===== src/rtl/hvsync_decoder_if.sv =====
// Sync and regenerated-timing bundle between a sync source and hvsync_decoder.
// master drives the syncs and observes timing; slave is the decoder side.
interface hvsync_decoder_if;
  logic       hsync;
  logic       vsync;
  logic [9:0] hpos;
  logic [9:0] vpos;
  logic       display_on;
  logic       frame_start;
  logic       locked;
  logic [9:0] h_measured;
  logic [9:0] v_measured;

  modport master (
    output hsync, vsync,
    input  hpos, vpos, display_on, frame_start, locked, h_measured, v_measured
  );

  modport slave (
    input  hsync, vsync,
    output hpos, vpos, display_on, frame_start, locked, h_measured, v_measured
  );
endinterface


===== src/rtl/hvsync_decoder.sv =====
// Sync-timing receiver: measures line/frame periods, locks to a fixed raster and
// regenerates hpos/vpos/display_on aligned to the incoming hsync/vsync.
module hvsync_decoder #(
  parameter int unsigned H_DISPLAY    = 640,
  parameter int unsigned H_TOTAL      = 800,
  parameter int unsigned H_SYNC_START = 656,
  parameter int unsigned V_DISPLAY    = 480,
  parameter int unsigned V_TOTAL      = 525,
  parameter int unsigned V_SYNC_START = 490,
  parameter int unsigned SYNC_NEG     = 1,
  parameter int unsigned LOCK_FRAMES  = 2
) (
  input  logic            clk,
  input  logic            reset,
  hvsync_decoder_if.slave vid
);

  localparam logic [9:0] HDisp      = 10'(H_DISPLAY);
  localparam logic [9:0] HTot       = 10'(H_TOTAL);
  localparam logic [9:0] HSyncStart = 10'(H_SYNC_START);
  localparam logic [9:0] VDisp      = 10'(V_DISPLAY);
  localparam logic [9:0] VTot       = 10'(V_TOTAL);
  localparam logic [9:0] VSyncStart = 10'(V_SYNC_START);
  localparam logic [9:0] CntMax     = 10'h3ff;
  localparam logic [3:0] LockCnt    = 4'(LOCK_FRAMES);
  localparam logic       SyncInv    = (SYNC_NEG != 0);

  typedef enum logic [1:0] {StSearch, StMeasure, StLocked} state_e;

  state_e     state_q, state_d;
  logic       hs_s_q, hs_p_q, vs_s_q, vs_p_q;
  logic [9:0] hpos_q, hpos_d;
  logic [9:0] vpos_q, vpos_d;
  logic [9:0] lc_q, lc_d;
  logic [9:0] vc_q, vc_d;
  logic [9:0] h_meas_q, h_meas_d;
  logic [9:0] v_meas_q, v_meas_d;
  logic       frame_bad_q, frame_bad_d;
  logic       first_q, first_d;
  logic [3:0] good_q, good_d;
  logic       locked_q, locked_d;
  logic       display_on_q, display_on_d;
  logic       frame_start_q, frame_start_d;

  logic       hs_act, vs_act;
  logic       hs_edge, vs_edge;
  logic       h_wrap;
  logic       lc_sat;
  logic       line_bad;
  logic       frame_bad_eff;
  logic       frame_good;
  logic [9:0] vc_eff;
  logic [3:0] good_inc;

  // Normalise to active-high before sampling.
  assign hs_act  = vid.hsync ^ SyncInv;
  assign vs_act  = vid.vsync ^ SyncInv;
  assign hs_edge = hs_s_q & ~hs_p_q;
  assign vs_edge = vs_s_q & ~vs_p_q;

  assign h_wrap   = (hpos_q == HTot - 10'd1);
  assign lc_sat   = (lc_q == CntMax);
  // The interval ending at the first hsync edge after (re)search entry is unknown.
  assign line_bad = hs_edge & ~first_q & (lc_q != HTot);

  // An hsync edge coincident with vsync belongs to the closing frame.
  assign vc_eff        = (hs_edge && vc_q != CntMax) ? vc_q + 10'd1 : vc_q;
  assign frame_bad_eff = frame_bad_q | line_bad | lc_sat;
  assign frame_good    = ~frame_bad_eff & (vc_eff == VTot);
  assign good_inc      = good_q + 4'd1;

  always_comb begin
    hpos_d = hpos_q;
    vpos_d = vpos_q;
    if (hs_edge) begin
      hpos_d = HSyncStart;
    end else if (h_wrap) begin
      hpos_d = '0;
    end else begin
      hpos_d = hpos_q + 10'd1;
    end
    if (vs_edge) begin
      vpos_d = VSyncStart;
    end else if (!hs_edge && h_wrap) begin
      vpos_d = (vpos_q == VTot - 10'd1) ? 10'd0 : vpos_q + 10'd1;
    end
  end

  always_comb begin
    lc_d        = lc_q;
    h_meas_d    = h_meas_q;
    vc_d        = vc_eff;
    v_meas_d    = v_meas_q;
    frame_bad_d = frame_bad_eff;
    if (hs_edge) begin
      lc_d     = 10'd1;
      h_meas_d = lc_q;
    end else if (lc_sat) begin
      h_meas_d = CntMax;
    end else begin
      lc_d = lc_q + 10'd1;
    end
    if (vs_edge) begin
      v_meas_d    = vc_eff;
      vc_d        = '0;
      frame_bad_d = 1'b0;
    end
  end

  always_comb begin
    state_d = state_q;
    good_d  = good_q;
    unique case (state_q)
      StSearch: begin
        good_d = '0;
        if (vs_edge) begin
          state_d = StMeasure;
        end
      end
      StMeasure: begin
        if (lc_sat) begin
          state_d = StSearch;
          good_d  = '0;
        end else if (vs_edge) begin
          if (frame_good) begin
            good_d = good_inc;
            if (good_inc >= LockCnt) begin
              state_d = StLocked;
            end
          end else begin
            good_d = '0;
          end
        end
      end
      StLocked: begin
        if (line_bad || lc_sat || (vs_edge && !frame_good)) begin
          state_d = StSearch;
          good_d  = '0;
        end
      end
      default: begin
        state_d = StSearch;
        good_d  = '0;
      end
    endcase
  end

  always_comb begin
    first_d = first_q;
    if (hs_edge) begin
      first_d = 1'b0;
    end
    if (state_d == StSearch && state_q != StSearch) begin
      first_d = 1'b1;
    end
  end

  // Registered from next-state values so they line up with hpos/vpos.
  always_comb begin
    locked_d      = (state_d == StLocked);
    display_on_d  = locked_d && (hpos_d < HDisp) && (vpos_d < VDisp);
    frame_start_d = locked_d && (hpos_d == 10'd0) && (vpos_d == 10'd0);
  end

  always_ff @(posedge clk) begin
    if (reset) begin
      state_q       <= StSearch;
      hs_s_q        <= 1'b0;
      hs_p_q        <= 1'b0;
      vs_s_q        <= 1'b0;
      vs_p_q        <= 1'b0;
      hpos_q        <= '0;
      vpos_q        <= '0;
      lc_q          <= '0;
      vc_q          <= '0;
      h_meas_q      <= '0;
      v_meas_q      <= '0;
      frame_bad_q   <= 1'b0;
      first_q       <= 1'b1;
      good_q        <= '0;
      locked_q      <= 1'b0;
      display_on_q  <= 1'b0;
      frame_start_q <= 1'b0;
    end else begin
      state_q       <= state_d;
      hs_s_q        <= hs_act;
      hs_p_q        <= hs_s_q;
      vs_s_q        <= vs_act;
      vs_p_q        <= vs_s_q;
      hpos_q        <= hpos_d;
      vpos_q        <= vpos_d;
      lc_q          <= lc_d;
      vc_q          <= vc_d;
      h_meas_q      <= h_meas_d;
      v_meas_q      <= v_meas_d;
      frame_bad_q   <= frame_bad_d;
      first_q       <= first_d;
      good_q        <= good_d;
      locked_q      <= locked_d;
      display_on_q  <= display_on_d;
      frame_start_q <= frame_start_d;
    end
  end

  assign vid.hpos        = hpos_q;
  assign vid.vpos        = vpos_q;
  assign vid.display_on  = display_on_q;
  assign vid.frame_start = frame_start_q;
  assign vid.locked      = locked_q;
  assign vid.h_measured  = h_meas_q;
  assign vid.v_measured  = v_meas_q;

endmodule


===== src/flat_wrapper.sv =====
// flat-port wrapper written by rule: the top's interface ports become plain ports
module hvsync_decoder_flat 
#(
  parameter int unsigned H_DISPLAY    = 640,
  parameter int unsigned H_TOTAL      = 800,
  parameter int unsigned H_SYNC_START = 656,
  parameter int unsigned V_DISPLAY    = 480,
  parameter int unsigned V_TOTAL      = 525,
  parameter int unsigned V_SYNC_START = 490,
  parameter int unsigned SYNC_NEG     = 1,
  parameter int unsigned LOCK_FRAMES  = 2
)
  (clk, reset, vid_hsync, vid_vsync, vid_hpos, vid_vpos, vid_display_on, vid_frame_start, vid_locked, vid_h_measured, vid_v_measured);
  hvsync_decoder_if vid_i ();
  input  logic clk;
  input  logic reset;
  input wire logic [$bits(vid_i.hsync)-1:0] vid_hsync;
  input wire logic [$bits(vid_i.vsync)-1:0] vid_vsync;
  output wire logic [$bits(vid_i.hpos)-1:0] vid_hpos;
  output wire logic [$bits(vid_i.vpos)-1:0] vid_vpos;
  output wire logic [$bits(vid_i.display_on)-1:0] vid_display_on;
  output wire logic [$bits(vid_i.frame_start)-1:0] vid_frame_start;
  output wire logic [$bits(vid_i.locked)-1:0] vid_locked;
  output wire logic [$bits(vid_i.h_measured)-1:0] vid_h_measured;
  output wire logic [$bits(vid_i.v_measured)-1:0] vid_v_measured;
  assign vid_i.hsync = vid_hsync;
  assign vid_i.vsync = vid_vsync;
  assign vid_hpos = vid_i.hpos;
  assign vid_vpos = vid_i.vpos;
  assign vid_display_on = vid_i.display_on;
  assign vid_frame_start = vid_i.frame_start;
  assign vid_locked = vid_i.locked;
  assign vid_h_measured = vid_i.h_measured;
  assign vid_v_measured = vid_i.v_measured;
  hvsync_decoder #(.H_DISPLAY(H_DISPLAY), .H_TOTAL(H_TOTAL), .H_SYNC_START(H_SYNC_START), .V_DISPLAY(V_DISPLAY), .V_TOTAL(V_TOTAL), .V_SYNC_START(V_SYNC_START), .SYNC_NEG(SYNC_NEG), .LOCK_FRAMES(LOCK_FRAMES)) u_core (.clk(clk), .reset(reset), .vid(vid_i));
endmodule

===== config.mk =====
export PLATFORM = sky130hd
export DESIGN_NAME = hvsync_decoder_flat
export DESIGN_NICKNAME = d
export VERILOG_FILES = /design/src/rtl/hvsync_decoder_if.sv /design/src/rtl/hvsync_decoder.sv /design/src/flat_wrapper.sv
export SDC_FILE = /design/constraint.sdc
export NUM_CORES = 1
export LEC_CHECK = 0
export ABC_CLOCK_PERIOD_IN_PS = 4900
export BUFFER_PORTS_ARGS = -buffer_cell sky130_fd_sc_hd__buf_2
export CORE_ASPECT_RATIO = 0.5
export CORE_MARGIN = 2
export CORE_UTILIZATION = 50
export CTS_CLUSTER_SIZE = 25
export DETAILED_ROUTE_END_ITERATION = 8
export PLACE_DENSITY = 0.73
export SETUP_SLACK_MARGIN = 0.02
export SYNTH_ARGS = -nofsm -noshare
export SYNTH_HDL_FRONTEND = slang
export SYNTH_SLANG_ARGS = --single-unit

===== constraint.sdc =====
create_clock -name clk -period 4.9 [get_ports clk]
set_input_delay 0.735 -clock clk [delete_from_list [all_inputs] [get_ports clk]]
set_output_delay 0.735 -clock clk [all_outputs]
set_load 0.01 [all_outputs]

---- After elaboration in Yosys (flattened, before gate mapping) ----
Index checks and enable logic that the tools add are counted.
storage, ports and cells
  register bits ........................... 75
  bits in latches ......................... 0
  input port bits ......................... 4
  bits in read-only memories .............. 0
  output and inout bits ................... 43
  bits in writable memories ............... 0
  memories ................................ 0
  logic and storage cells ................. 95
operators by class
  bitwise logic cells ..................... 13
  multipliers ............................. 0
  add/sub/neg operators ................... 5
  equality and inequality tests ........... 12
  muxes and demuxes ....................... 22
  shift-type cells ........................ 0
  div/mod/pow operators ................... 0
  magnitude comparators ................... 3
  reductions and logical operators ........ 22
operators by type and width
  kind                   count
  $mux 10                8
  $add 10x1->10 const B  4
  $eq 10x10->1 const B   4
  $logic_not 10->1       2
  $ne 10x10->1 const B   2
  $mux 4                 4
  $mux 2                 6
  $lt 10x10->1 const B   1
  $lt 10x9->1 const B    1
  $logic_and 1x1->1      8
  $pmux 4 s2             1
  $not 1->1              6
  $pmux 2 s3             1
  $reduce_or 2->1        3
  $and 1x1->1            5
  $add 4x1->4 const B    1
  $eq 2x2->1 const B     2
  $ge 4x2->1 const B     1
  $logic_not 2->1        2
  $ne 2x1->1 const B     2
  $reduce_bool 2->1      2
  $ne 3x1->1 const B     1
  $eq 2x1->1 const B     1
  $logic_not 1->1        2
  4 further kinds        7

---- Depth between registers and ports, before layout ----
  depth in word-level cells ............... 16
  gate-level depth with buffers ........... 10

---- Worst setup path after synthesis ----
Ideal clock, no wire load.
  path type ............................... reg-to-reg
  start point ............................. reg u_core.hpos_q[1] (netlist: u_core.vid.hpos[1])
  end point ............................... reg u_core.frame_start_q (netlist: u_core.vid.frame_start)
  setup slack ............................. 2.638 ns
  data arrival time ....................... 2.201 ns
  setup time .............................. 0.061 ns
  cell stages (with the launch flop) ...... 11
  path buffers ............................ 2
  period minus slack after synthesis ...... 2.262 ns
  cells stage by stage .................... dfxtp_1 -> ha_1 -> and4_1 -> buf_6 -> and4_1 -> buf_6 -> nand4_1 -> xor2_1 -> nand2_1 -> a2111oi_0 -> and4_1
on the way
  longest elaborated chain between the ends .. 6
  elaborated cells on any way between the ends .. 11
  classes of those cells .................. add/sub (1); eq/ne (1); mux (4); reduce/logical (5)
ends and longest elaborated chain
  what                                                   RTL line                                     RTL
  from (decl)                                            hvsync_decoder.sv:32                         logic [9:0] hpos_q, hpos_d;
  from (signal assigned)                                 hvsync_decoder.sv:190                        hpos_q <= hpos_d;
  $add 10x1->10 or $eq 10x10->1 (tied branches)          hvsync_decoder.sv:80, hvsync_decoder.sv:61
  $mux 10 or $logic_and 1x1->1 (tied branches)           hvsync_decoder.sv:77, hvsync_decoder.sv:84
  $mux 10, on equally long branches                      hvsync_decoder.sv:75, hvsync_decoder.sv:84
  $logic_not 10->1 or $mux 10 (tied branches)            hvsync_decoder.sv:162, hvsync_decoder.sv:82
  $logic_and 1x1->1 or $logic_not 10->1 (tied branches)  hvsync_decoder.sv:162                        frame_start_d = locked_d && (hpos_d == 10'd0) && (vpos_d == 10'd0);
  $logic_and 1x1->1 (*)                                  hvsync_decoder.sv:162
  to (signal assigned)                                   hvsync_decoder.sv:201                        frame_start_q <= frame_start_d;
  to (decl)                                              hvsync_decoder.sv:43                         logic frame_start_q, frame_start_d;
Every way passes the cells marked *; elsewhere a longest branch is shown, timed or not.
A chain may end at the register's enable or synchronous reset.

---- Worst setup path after layout ----
  start point ............................. reg u_core.hpos_q[0] (netlist: u_core.vid.hpos[0])
  end point ............................... reg u_core.frame_start_q (netlist: u_core.vid.frame_start)
Same word-level chain as after synthesis.

==> flow_results.org <==
** Floorplanning
- The floorplan step defined a die boundary enclosing 8010 um2.
- Top-level I/O count :: 47
- Core region area :: 6860 um2
- In this run the horizontal extent of the chip is ~120 um.
- Die Ht :: 64.3 um
- Starting Density :: 53.0%
- Total number of placement rows :: 21

** CTS
- H-tree depth :: 3
- Clock insertion delay at the later pin of the skew report :: 0.34 ns
- TritonCTS buffer count :: 9
- Number of setup buffers added after CTS :: 0
- Clock slew at the register clock pins of the worst setup and hold paths :: approximately 0.06 ns
- Counting along the longest clock path gives a buffer depth of 2.
- The root buffer cell chosen for the clock tree is clkbuf_16.
- Post-CTS repair changed the size of 0 cells.
- Number of sinks driven by the clock tree :: 75
- TritonCTS built the clock tree.
- For this design, the CTS-stage hold fixing added 0 buffers.

** Setup path
- Setup CP Type :: flip-flop to flip-flop
- For the worst setup path, the data arrival time is 2.97 ns.
- STA classifies the critical path endpoint as a flip-flop.
- Critical Path RT :: 5.18 ns
- Worst setup SP type :: flip-flop
- In this run the worst path has a maximum fanout of 9.
- The worst register-to-register path has a setup slack of 2.21 ns.

** Timing
- Clock period minus worst slack :: 2.69 ns
- Measured against its own limit, the worst slew margin works out to 39.0%.
- For the final routed database, the setup TNS stands at 0 ns.
- The final critical path takes up 55.0% of the cycle.
- Worst Skew :: 0.00469 ns
- Based on the critical path, the design can be clocked at up to 371 MHz.
- Setup slack on the critical path of the routed design comes to between 2 and 2.5 ns.
- The final count of hold timing violations came to 0.
- Setup repair after global routing missed its margin :: false
- Max Slew Vio Count :: 0
- At the pin with the least slew margin, the transition time is 0.915 ns.
- Setup violations remaining at the end of the flow were counted as 0.

** Finish
- Fin cells :: 559
- The final layout contains approximately 470 nets.
- Compared with the post-synthesis result, the final layout area differs by 14.3%.
- Cells with a size suffix above 1 make up 18.0% of the layout.
- The repair_antennas step left the layout with diodes totalling 0.
- With fillers left out, the area of the finished cells amounts to ~4200 um2.

** Synthesis
- Sequential cells were found to cover between 40% and 50% of the synthesized design area.
- After technology mapping, the gate count stands at 425.
- The synthesized netlist contains 65 unique library cells.
- Post-synthesis instance area :: 3640 um2
- The synthesized design contains between 70 and 80 register bits.
- Counting flops with a built-in enable in the synthesized netlist gives 0.
- During synthesis, Yosys emitted a total of 0 warnings.
- For this run, the leading register cell type out of synthesis is dfxtp_1.
- Number of nets produced by synthesis :: about 440
- Average size of a mapped cell :: 8.56 um2
- For this run, asynchronously set or reset flops after synthesis account for 0%.

** Drt
- Vias post-DR :: 3114
- DR pass1 iterations :: 4
- First DRT Iteration DRCs :: 253
- The detail route stage leaves a number of antenna-violating nets equal to 0.
- Count of unresolved DRC violations after routing :: 0
- Via density per instance :: 5.57
- Wires add up to 7930 um.
- WL/cell :: 14.2 um

** Global routing
- In the global route stage, met2 resource usage came out at 30.6%.
- Met3 Track Usage GR :: 6.53%
- Final global-route overflow total :: 0
- Overall global routing resource usage :: 20.8%
- Pin count of the biggest net entering global routing :: 51
- Number of antenna violations at the first check in global routing :: 0
- The first global-routing pass estimated 13300 um of wire.
- Global routing used roughly 28% of the available met1 tracks.
- After global routing, the most crowded layer is met2.
- Vias in the first global route :: 2810

** Placed design
- Routability-driven placement finished with a final weighted congestion of a little over 0.9.
- Placed cell count :: about 540
- Post-DP HPWL :: 5510 um
- Once placement finished, the instance area stood at 3880 um2.
- IO buf count :: 46
- Prior to clock tree synthesis, the placed netlist has a worst setup slack of 2.24 ns.

** Power
- Total power :: ~0.0014 W
- Power density over cell area :: 327 nW/um2
- Worst voltage drop across the vdd grid :: 0.201 mV
- Leakage dissipation :: 1.64 nW

** Worst hold path
- Path type of the worst min-delay path :: flip-flop to flip-flop

** Job
- Number of max-cap violations :: 0

** Outcome
- Run status :: completed
[synth_stat cells (all sizes together) (8+ instances only)]
library cell,count,area [um2]
dfxtp,75,1500
a211oi,8,60.1
nand2,36,135
nor3,35,186
nand3,21,110
and3,15,101
a21oi,22,110
nand4,9,71.3
buf,8,56.3
nor2,58,218
xnor2,13,114
xor2,15,131
clkbuf,13,48.8
ha,8,100
[flip-flops by register name (all words and copies together) (netlist names), 2 cells and up]
register,flops
u_core.vid.h_measured,10
u_core.vid.v_measured,10
u_core.vid.vpos,10
u_core.good_q,4
u_core.vid.hpos,10
u_core.state_q,2
u_core.lc_q,10
u_core.vc_q,10
[worst paths after layout]
| check | start | endpoint | depth (start not counted) |
|---|---|---|---|
| worst max-delay path | u_core.vid.hpos[0] | u_core.vid.frame_start | 8 |
| worst min-delay path | u_core.vid.v_measured[3] | u_core.vid.v_measured[3] | 2 |
| worst max register to register | u_core.vid.hpos[0] | u_core.vid.frame_start | 8 |
| worst min register to register | u_core.vid.v_measured[3] | u_core.vid.v_measured[3] | 2 |
[worst max-delay path: stages (launching register included)]
cell	delay (ns)
dfxtp_1	0.41
ha_1	0.30
and4_1	0.41
and4_1	0.43
nand4_1	0.16
xor2_1	0.19
nand2_1	0.10
a2111oi_0	0.40
and4_1	0.24
[cells in the final DEF, fill, tap and decap left out, drive strengths merged, types with 3 or more instances in the layout]
| cell type | netlist | layout |
|---|---|---|
| nand2b | 5 | 5 |
| clkinv | 0 | 3 |
| a211oi | 8 | 8 |
| a31oi | 4 | 4 |
| nor3 | 35 | 35 |
| xnor2 | 13 | 13 |
| ha | 8 | 8 |
| and4 | 5 | 5 |
| and3 | 15 | 15 |
| o21ai | 7 | 7 |
| o31ai | 3 | 3 |
| a41oi | 3 | 3 |
| nand4 | 9 | 9 |
| nand3 | 21 | 21 |
| or2b | 3 | 3 |
| a221oi | 3 | 3 |
| a21oi | 22 | 22 |
| buf | 8 | 47 |
| dfxtp | 75 | 75 |
| clkbuf | 13 | 12 |
| or3 | 3 | 3 |
| and2 | 6 | 6 |
| nand2 | 36 | 36 |
| xor2 | 15 | 15 |
| nor2 | 58 | 58 |
| nor4 | 4 | 4 |
| nor2b | 7 | 7 |
| inv | 7 | 7 |
[layer usage]
| metal | vias to the layer above | share of wire, % |
|---|---|---|
| li1 | 1592 | - |
| met1 | 1444 | 52 |
| met2 | 71 | 41 |
| met3 | 7 | 5.8 |
| met4 | 0 | 0.98 |
| met5 | - | 0 |
[cell type report]
cell class	instances	area, um2
clock inverter	4	26.3
multi-input combinational	322	2000
inverter	7	26.3
tap	92	115
clock buffer	12	246
sequential	75	1500
timing repair buffer	47	238
fill	652	2700
[where the power goes]
part | internal, W | leakage (nW) | switching, W | total, W
Combinational | 0.0000423 | 0.901 | 0.0000661 | 0.000108
Clock | 0.000355 | 0.133 | 0.000245 | 0.000601
Sequential | 0.000631 | 0.611 | 0.0000190 | 0.000650
[cell families after synthesis]
logic type               count (synthesis)  synth area share (%)
adder cells (fa/ha/maj)                  8                  2.75
XOR/XNOR                                28                  6.74
AO/OA/AOI/OAI                           67                  12.8
AND/OR/NAND/NOR                        215                  31.5
buffers and inverters                   28                  3.61
multiplexers                             4                  1.27
flip-flops                              75                  41.3
[through the flow]
step | util (%) | hold WS, ns
floorplan | - | 0.441
global placement | 56.7 | 0.443
detailed placement | 56.7 | 0.454
CTS | 60.6 | 0.462
global route | 60.6 | 0.475
finish | 60.6 | 0.457
Power figures use the tool's default switching activity.
